<file path="config.mk">
export PLATFORM = sky130hd
export DESIGN_NAME = fetch_stage
export DESIGN_NICKNAME = d
export VERILOG_FILES = /design/src/rtl/fetch_pkg.sv /design/src/rtl/fetch_skid_buffer.sv /design/src/rtl/fetch_stage.sv
export SDC_FILE = /design/constraint.sdc
export NUM_CORES = 1
export LEC_CHECK = 0
export ABC_AREA = 1
export CAP_MARGIN = 15
export CORE_UTILIZATION = 40
export DETAILED_ROUTE_END_ITERATION = 12
export HOLD_SLACK_MARGIN = 0.02
export PLACE_DENSITY = 0.74
export SLEW_MARGIN = 10
export SYNTH_ARGS = -nofsm -noshare
export SYNTH_HDL_FRONTEND = slang
export SYNTH_SLANG_ARGS = --single-unit
export TNS_END_PERCENT = 10
</file>
<file path="constraint.sdc">
create_clock -name clk -period 16 [get_ports clk]
set_input_delay 2.4 -clock clk [delete_from_list [all_inputs] [get_ports clk]]
set_output_delay 2.4 -clock clk [all_outputs]
set_load 0.05 [all_outputs]
</file>
<file path="src/rtl/fetch_pkg.sv">
// ---------------------------------------------------------------------------
// fetch_pkg
// Shared types and constants for the instruction-fetch stage.
//   XLEN_DEFAULT      : default PC/address width
//   NOP_INSTR_DEFAULT : bubble encoding (addi x0,x0,0)
//   fetch_state_e     : request FSM state (FETCH / WAIT / HOLD)
//   ifid_t            : one IF/ID pipeline-register entry
// ---------------------------------------------------------------------------
package fetch_pkg;

    localparam int unsigned XLEN_DEFAULT      = 64;
    localparam logic [31:0] NOP_INSTR_DEFAULT = 32'h0000_0013;

    typedef enum logic [1:0] {
        FETCH = 2'd0,   // free to issue a request
        WAIT  = 2'd1,   // one request outstanding, waiting for its response
        HOLD  = 2'd2    // response parked in the skid buffer, decode stalled
    } fetch_state_e;

    // The PC fields are sized by XLEN_DEFAULT; the fetch_stage XLEN parameter
    // is expected to stay at this value.
    typedef struct packed {
        logic [31:0]             instr;
        logic [XLEN_DEFAULT-1:0] pc;
        logic [XLEN_DEFAULT-1:0] pc_plus4;
        logic                    valid;
    } ifid_t;

endpackage

</file>
<file path="src/rtl/fetch_skid_buffer.sv">
// ---------------------------------------------------------------------------
// fetch_skid_buffer
// One-entry holding register for an instruction response that arrived while
// decode could not accept it.
//   clk, rst   : clock, synchronous active-high reset
//   wr_en_i    : capture data_i, buffer becomes full
//   rd_en_i    : entry consumed, buffer becomes empty
//   clr_i      : discard the entry (redirect); wins over write and read
//   data_i     : entry to capture
//   data_o     : stored entry (meaningful only while full_o is set)
//   full_o     : buffer holds an entry
// ---------------------------------------------------------------------------
module fetch_skid_buffer
    import fetch_pkg::*;
(
    input  logic  clk,
    input  logic  rst,
    input  logic  wr_en_i,
    input  logic  rd_en_i,
    input  logic  clr_i,
    input  ifid_t data_i,
    output ifid_t data_o,
    output logic  full_o
);

    logic  full_q;
    logic  full_d;
    ifid_t data_q;

    always_comb begin
        full_d = full_q;
        if (clr_i) begin
            full_d = 1'b0;
        end else if (wr_en_i) begin
            full_d = 1'b1;
        end else if (rd_en_i) begin
            full_d = 1'b0;
        end
    end

    // NOTE: clocked state uses non-blocking (<=) so every register samples
    // pre-edge values regardless of process ordering.
    always_ff @(posedge clk) begin
        if (rst) begin
            full_q <= 1'b0;
        end else begin
            full_q <= full_d;
        end
    end

    // NOTE: the payload is deliberately not reset; it is only observed while
    // full_q is set, and full_q is reset.
    always_ff @(posedge clk) begin
        if (wr_en_i) begin
            data_q <= data_i;
        end
    end

    assign data_o = data_q;
    assign full_o = full_q;

endmodule

</file>
<file path="src/rtl/fetch_stage.sv">
// ---------------------------------------------------------------------------
// fetch_stage
// Instruction-fetch stage of the 5-stage RV64 pipeline. Owns the PC, runs a
// single-outstanding-request instruction-memory handshake and drives the
// IF/ID pipeline register. Redirects from decode kill in-flight responses;
// a one-entry skid buffer absorbs responses that arrive while decode stalls.
//
// Ports
//   clk, rst      : clock, synchronous active-high reset
//   PCSF          : redirect request from decode (taken branch/jump)
//   PCTargetD     : redirect target
//   StallF        : issue no new request
//   StallD        : hold IF/ID
//   FlushD        : load a bubble into IF/ID
//   ImemReq       : request valid
//   ImemAddr      : request address (current PC)
//   ImemGnt       : request accepted this cycle (ignored unless requesting)
//   ImemRvalid    : response valid
//   ImemRdata     : response instruction
//   InstrD, PCD, PCPlus4D, ValidD : IF/ID register contents
//   FetchCountO   : real instructions loaded into IF/ID (saturating)
//   BubbleCountO  : bubbles loaded into IF/ID (saturating)
//
// Build option: define FETCH_STATS_EN to add FetchCountO/BubbleCountO and
// their counters; without it those ports do not exist.
// ---------------------------------------------------------------------------
module fetch_stage
    import fetch_pkg::*;
#(
    parameter int unsigned     XLEN      = XLEN_DEFAULT,
    parameter logic [XLEN-1:0] RESET_PC  = '0,
    parameter logic [31:0]     NOP_INSTR = NOP_INSTR_DEFAULT
) (
    input  logic            clk,
    input  logic            rst,
    input  logic            PCSF,
    input  logic [XLEN-1:0] PCTargetD,
    input  logic            StallF,
    input  logic            StallD,
    input  logic            FlushD,
    output logic            ImemReq,
    output logic [XLEN-1:0] ImemAddr,
    input  logic            ImemGnt,
    input  logic            ImemRvalid,
    input  logic [31:0]     ImemRdata,
    output logic [31:0]     InstrD,
    output logic [XLEN-1:0] PCD,
    output logic [XLEN-1:0] PCPlus4D,
    output logic            ValidD
`ifdef FETCH_STATS_EN
    ,
    output logic [31:0]     FetchCountO,
    output logic [31:0]     BubbleCountO
`endif
);

    fetch_state_e    state_q, state_d;
    logic [XLEN-1:0] pcf_q, pcf_d;
    logic [XLEN-1:0] pc_req_q, pc_req_d;   // address of the outstanding request
    logic            kill_q, kill_d;       // outstanding response must be dropped
    ifid_t           ifid_q, ifid_d;
    logic            ifid_load;

    logic            req_fire;
    ifid_t           bubble;
    ifid_t           resp;

    logic            skid_wr, skid_rd, skid_clr, skid_full;
    ifid_t           skid_data;

    // A bubble carries the same fields as the post-reset IF/ID contents.
    assign bubble = '{instr: NOP_INSTR, pc: '0, pc_plus4: XLEN'(4), valid: 1'b0};
    assign resp   = '{instr: ImemRdata, pc: pc_req_q, pc_plus4: pc_req_q + XLEN'(4), valid: 1'b1};

    assign req_fire = ImemReq && ImemGnt;

    fetch_skid_buffer u_skid (
        .clk     (clk),
        .rst     (rst),
        .wr_en_i (skid_wr),
        .rd_en_i (skid_rd),
        .clr_i   (skid_clr),
        .data_i  (resp),
        .data_o  (skid_data),
        .full_o  (skid_full)
    );

    // ---------------- state register ----------------
    always_ff @(posedge clk) begin
        if (rst) begin
            state_q  <= FETCH;
            pcf_q    <= RESET_PC;
            pc_req_q <= '0;
            kill_q   <= 1'b0;
            ifid_q   <= bubble;
        end else begin
            state_q  <= state_d;
            pcf_q    <= pcf_d;
            pc_req_q <= pc_req_d;
            kill_q   <= kill_d;
            if (ifid_load) begin
                ifid_q <= ifid_d;
            end
        end
    end

    // ---------------- next-state / datapath ----------------
    always_comb begin
        // NOTE: every signal gets a default before any branch so no path
        // leaves one unassigned and infers a latch.
        state_d   = state_q;
        pcf_d     = pcf_q;
        pc_req_d  = pc_req_q;
        kill_d    = kill_q;
        ifid_load = 1'b0;
        ifid_d    = bubble;
        skid_wr   = 1'b0;
        skid_rd   = 1'b0;
        skid_clr  = 1'b0;

        // Baseline IF/ID policy when nothing is delivered: a redirect or flush
        // forces a bubble, an unstalled decode takes a bubble, otherwise hold.
        if (PCSF || FlushD || !StallD) begin
            ifid_load = 1'b1;
        end

        if (PCSF) begin
            pcf_d    = PCTargetD;
            skid_clr = 1'b1;
        end

        case (state_q)
            FETCH: begin
                if (req_fire) begin
                    state_d = WAIT;
                    if (PCSF) begin
                        // Request left with the stale address: drop its response.
                        kill_d = 1'b1;
                    end else begin
                        pc_req_d = pcf_q;
                        pcf_d    = pcf_q + XLEN'(4);
                    end
                end
            end

            WAIT: begin
                if (ImemRvalid) begin
                    if (PCSF || kill_q) begin
                        kill_d  = 1'b0;
                        state_d = FETCH;
                    end else if (!StallD && !FlushD) begin
                        ifid_load = 1'b1;
                        ifid_d    = resp;
                        state_d   = FETCH;
                    end else begin
                        skid_wr = 1'b1;
                        state_d = HOLD;
                    end
                end else if (PCSF) begin
                    kill_d = 1'b1;
                end
            end

            HOLD: begin
                if (PCSF) begin
                    state_d = FETCH;
                end else if (!FlushD && !StallD && skid_full) begin
                    // A flush here loads a bubble and keeps the parked entry.
                    ifid_load = 1'b1;
                    ifid_d    = skid_data;
                    skid_rd   = 1'b1;
                    state_d   = FETCH;
                end
            end

            default: begin
                state_d = FETCH;
            end
        endcase
    end

    // ---------------- outputs ----------------
    always_comb begin
        ImemReq = (state_q == FETCH) && !StallF && !rst;
    end

    assign ImemAddr = pcf_q;
    assign InstrD   = ifid_q.instr;
    assign PCD      = ifid_q.pc;
    assign PCPlus4D = ifid_q.pc_plus4;
    assign ValidD   = ifid_q.valid;

`ifdef FETCH_STATS_EN
    logic [31:0] fetch_cnt_q, fetch_cnt_d;
    logic [31:0] bubble_cnt_q, bubble_cnt_d;

    always_comb begin
        fetch_cnt_d  = fetch_cnt_q;
        bubble_cnt_d = bubble_cnt_q;
        if (ifid_load) begin
            if (ifid_d.valid) begin
                if (fetch_cnt_q != '1) begin
                    fetch_cnt_d = fetch_cnt_q + 32'd1;
                end
            end else if (bubble_cnt_q != '1) begin
                bubble_cnt_d = bubble_cnt_q + 32'd1;
            end
        end
    end

    always_ff @(posedge clk) begin
        if (rst) begin
            fetch_cnt_q  <= '0;
            bubble_cnt_q <= '0;
        end else begin
            fetch_cnt_q  <= fetch_cnt_d;
            bubble_cnt_q <= bubble_cnt_d;
        end
    end

    assign FetchCountO  = fetch_cnt_q;
    assign BubbleCountO = bubble_cnt_q;
`endif

endmodule

</file>
Yosys cells after proc, flatten, opt, wreduce, memory -nomap -nowiden
Index checks and enable logic that the tools add are counted.
{"block": "word_totals", "regBits": 453, "input_bits": 104}
{"block": "classes", "n_addsub": 2, "eq_ne": 6, "mux": 39, "bitwise_logic": 1, "reduce_logical": 19}
{"op": "161-bit 2-to-1 mux", "n": 5}
{"op": "161-bit one-hot mux with 2 select lines", "n": 1}
{"op": "64-bit 2-to-1 mux", "n": 4}
{"op": "64-bit by 3-bit adder with 64-bit output, second input constant", "n": 2}
{"op": "1-bit 2-to-1 mux", "n": 20}
{"op": "2-bit 2-to-1 mux", "n": 6}
{"op": "3-bit AND reduction", "n": 3}
{"op": "3-bit inequality test, second input constant", "n": 2}
{"op": "2-bit one-hot mux with 3 select lines", "n": 1}
{"op": "1-bit logical AND", "n": 5}
{"op": "1-bit logical NOT", "n": 4}
{"op": "2-bit inequality test, second input constant", "n": 2}
{"op": "1-bit one-hot mux with 2 select lines", "n": 2}
{"op": "2-bit nonzero test", "n": 2}
{"op": "1-bit logical OR", "n": 3}
{"op": "2-bit by 1-bit equality test with 1-bit output, second input constant", "n": 1}
{"op": "2-bit equality test, second input constant", "n": 1}
{"op": "2-bit logical NOT", "n": 1}
{"op": "2-bit OR reduction", "n": 1}
{"op": "1-bit inverter", "n": 1}

Depth between registers and ports, before layout
{"block": "logic_depth", "depth_word": 8, "mapped_depth": 13, "ltp_nobuf": 13}

Hierarchy
From an unflattened synthesis, not the netlist that was laid out.
{"block": "hier_totals", "cells_unflattened": 2957, "area_unflattened_um2": 22202.5}
{"mod": "fetch_stage", "instances": 1, "cells_each": 2788, "area_per_inst_um2": 17316.6, "seq_area_each_um2": 5845.6}
{"mod": "fetch_skid_buffer", "instances": 1, "cells_each": 169, "area_per_inst_um2": 4885.9, "seq_area_each_um2": 4854.7}

Least setup slack after synthesis
Ideal clock, no wire load.
{"block": "synth_path", "path_kind": "input-to-reg", "startpoint": "input PCSF", "endpoint": "register u_skid.data_q, in the netlist u_skid.data_o[100], enable pin", "setup_ns": 0.871, "t_arrival_ns": 13.307, "slack_ns": 1.822, "cell_stages": 3, "cell_sequence": "nor2_1 -> inv_1 -> nor3_1"}
{"block": "synth_between", "elab_chain_cells": 4}
{"item": "from (decl)", "line": "fetch_stage.sv:36", "rtl": "input logic PCSF,"}
{"item": "1-bit logical OR", "line": "fetch_stage.sv:148", "rtl": "if (PCSF || kill_q) begin"}
{"item": "1-bit 2-to-1 mux", "line": "fetch_stage.sv:148"}
{"item": "1-bit 2-to-1 mux", "line": "fetch_stage.sv:147", "rtl": "if (ImemRvalid) begin"}
{"item": "1-bit 2-to-1 mux", "line": "fetch_stage.sv:132", "rtl": "case (state_q)"}
{"item": "via skid_wr", "line": "fetch_stage.sv:68", "rtl": "logic skid_wr, skid_rd, skid_clr, skid_full;"}
{"item": "to (signal assigned)", "line": "fetch_skid_buffer.sv:55", "rtl": "data_q <= data_i;"}
{"item": "to (decl)", "line": "fetch_skid_buffer.sv:28", "rtl": "ifid_t data_q;"}
The timed path passes the listed nets, and every way through them passes these cells.
A chain may end at the register's enable or synchronous reset.

Final worst setup path
{"block": "layout_path", "startpoint": "input StallF", "endpoint": "output ImemReq"}
{"block": "layout_between", "elab_chain_cells": 3}
{"item": "from (decl)", "line": "fetch_stage.sv:38", "rtl": "input logic StallF,"}
{"item": "1-bit logical NOT", "line": "fetch_stage.sv:184", "rtl": "ImemReq = (state_q == FETCH) && !StallF && !rst;"}
{"item": "1-bit logical AND (2 in a row)", "line": "fetch_stage.sv:184"}
{"item": "to (decl)", "line": "fetch_stage.sv:41", "rtl": "output logic ImemReq,"}
No other way between the ends.

==> reports/results.tsv <==
stage	metric	value	unit
placed_design	port_buffers	329	
sta	max_clock_freq	158	MHz
drt	drc	0	
logic_synthesis	ys.flop_type	dfxtp_1	
floorplan	start_util	0.405	
sta	tightestPinTransition	1160	ps
power	p_clk_frac	0.363	
logic_synthesis	synth-async-reset-ratio	0	
sta	rsz0062_at_grt	no	
worst_hold_path	hold_class	reg2reg	
placed_design	hpwl	52800	µm
clock_tree	cts-resized-gates	0	
sta	hold_viol_final	0	
final_layout	multi_input_comb_area	9610	µm²
power	peakVddDrop	0.125	mV
clock_tree	cts_tree	built	
setup_path	worstSetupPathType	in2out	
setup_path	crit_fanout	3	
power	powerDensity	113	nW/µm²
logic_synthesis	synth.distinct_cells	52	
logic_synthesis	synth.net_count	3008	
setup_path	startpoint_type	primary input	
power	total_power	3050	µW
floorplan	die_w	235	µm
logic_synthesis	yosysTopAreaCell	dfxtp_1	
sta	slew_headroom	0.224	
global_routing	grt_pass1_vias	19000	
power	p_leak	0.00959	µW
final_layout	ff_latch_area	10600	µm²
floorplan	core	53800	µm²
power	intPower	2020	µW
setup_path	path_cells	clkdlybuf4s50_1 > nor3_4 > clkdlybuf4s50_1	
placed_design	placed_area	25400	µm²
final_layout	drive_gt1_frac	0.0555	
clock_tree	postCtsSetupBuffers	0	
logic_synthesis	avgSynthCellArea	7.51	µm²
setup_path	crit_path_end_kind	output pin	
drt	antenna_left	0	
floorplan	rows	85	
drt	wire_per_inst	18.8	µm
placed_design	dp.cells	3795	
global_routing	antenna_found_initial	1	
drt	via_per_inst	5.20	
clock_tree	clock_latency	590	ps
final_layout	mostFrequentLayoutCells	nand2_1, clkdlybuf4s50_1, dfxtp_1, nor2_1, a21oi_1	
setup_path	cp_slowest_stage_delay	840	ps
clock_tree	cts.clk_slew.worst_paths	60	ps
logic_synthesis	ys_seq_area_frac	0.486	
drt	via_count	20200	
logic_synthesis	synthesis.area	21800	µm²
logic_synthesis	synthTopCellsByArea	dfxtp_1, edfxtp_1, nand2_1	
final_layout	nNetsFinal	3259	
setup_path	crit_required	13600	ps
floorplan	die_y	235	µm
floorplan	ios	330	
clock_tree	cts_num_sinks	449	
clock_tree	cts_buffer_depth	3	
sta	setup-violations-final	0	
logic_synthesis	ys_ff_latch	449	
global_routing	grt_max_degree	107	
final_layout	finalInstanceArea	27000	µm²
global_routing	grt-ovfl-total	0	
final_layout	fillers	5238	
clock_tree	htree_levels	2	
sta	fin_crit_sh	0.397	
setup_path	crit_arrival	3940	ps
power	p_comb_frac	0.207	
clock_tree	cts-root-buf	clkbuf_16	
placed_design	gp_congestion	0.960	
global_routing	grt_util_all_layers	0.261	
final_layout	area_growth_syn_to_layout	23.9	%
sta	hold_ws	441	ps
drt	drtIter0Drc	2213	
final_layout	layout_commonest_cell	nand2_1	
final_layout	antennaDiodeCount	0	
logic_synthesis	synth_warnings	0	
global_routing	grt_first_pass_wirelength	112000	µm
drt	wl	73100	µm
setup_path	slowest_stage	clkdlybuf4s50_1	
logic_synthesis	synth_top_area_share	0.268	
final_layout	final_cells	3886	
status	status	complete, no violations	
sta	finalSetupTns	0	ps
setup_path	crit_path_frequent_cell	clkdlybuf4s50_1	
power	p_switching	1030	µW
logic_synthesis	syn_inst	2899	
sta	drv_slew	0	
power	p_sw_frac	0.337	
sta	fin_worst_skew	21.1	ps
drt	drt_first_pass_iters	5	
power	p_seq_frac	0.430	
clock_tree	cts_made_buffers	49	
sta	timing.final.crit_period	6340	ps
flow_run	drv_cap	0	
clock_tree	ctsHoldBuffers	0	
logic_synthesis	synth-edff-count	158	
floorplan	die-area	55400	µm²
[Yosys cell counts (all sizes together), types with 2 or more instances]
cell	n
dfxtp	291
a31oi	14
ha	5
clkbuf	73
inv	255
and2	19
a22o	32
nand2	905
o21a	10
o211ai	10
buf	71
a21oi	252
edfxtp	158
o21bai	6
a21boi	4
or2	8
nor2	282
xor2	25
a41oi	4
xnor2	5
nand3	138
o2111ai	2
nand4	35
nor4	4
o21ai	235
nor3	34
a211oi	12
and3	2
[power groups by stage]
stage	Combinational [µW]	Sequential (µW)	Clock (µW)
floorplan	369	1390	0
global placement	630	1330	0
detailed placement	633	1330	0
CTS	635	1310	1130
global route	690	1320	1170
finish	631	1310	1110
[critical path: cells and delay by family]
family | cells | cell delay (ps)
buffers and inverters | 2 | 1280
AND/OR/NAND/NOR | 1 | 260
[kinds of logic (layout without fill, tap and decap cells)]
logic type,count (synthesis),in the layout,synth area share
buf+inv,399,690,0.0743
xor+xnor,30,30,0.0121
simple gates,1430,1430,0.275
flops,449,449,0.486
fa+ha+maj,5,5,0.00287
compound gates,586,586,0.150
[area by class of cell]
cell class / count / area share
well taps: 696 / 0.0323
multi-input cells: 2051 / 0.356
flip-flops and latches: 449 / 0.392
clock buffers: 65 / 0.0500
repair buffers: 344 / 0.126
inverters: 255 / 0.0357
clock inverters: 26 / 0.00784
[per-layer routing]
layer / share of wire / up-vias / wire length [µm] / GRT usage
met4: 0.028 / 0 / 2060 / 0.0820
met3: 0.066 / 107 / 4850 / 0.0362
met5: 0 / - / 0 / 0
li1: - / 10000 / - / -
met1: 0.45 / 9331 / 33200 / 0.366
met2: 0.45 / 735 / 32900 / 0.414
[worst paths after layout]
path | start | to | slack [ps] | depth (start not counted)
min | pc_req_q[1] | u_skid.data_o[2] | 440 | 0
min reg2reg | pc_req_q[1] | u_skid.data_o[2] | 440 | 0
max reg2reg | state_q[1] | PCPlus4D[40] | 12310 | 8
max | StallF | ImemReq | 9660 | 3
[state kept, by name, indices dropped and copies added, names as in the netlist]
register,flops
ImemAddr,64
InstrD,32
PCD,64
PCPlus4D,62
ValidD,1
kill_q,1
pc_req_q,64
state_q,2
u_skid.data_o,158
u_skid.full_o,1
[through the flow]
step                 util  setup slack, ps
detailed placement  0.472             9640
finish              0.501             9660
global route        0.501             9580
global placement    0.472             9650
CTS                 0.501             9640
floorplan               -             1820
Power figures use the tool's default switching activity.
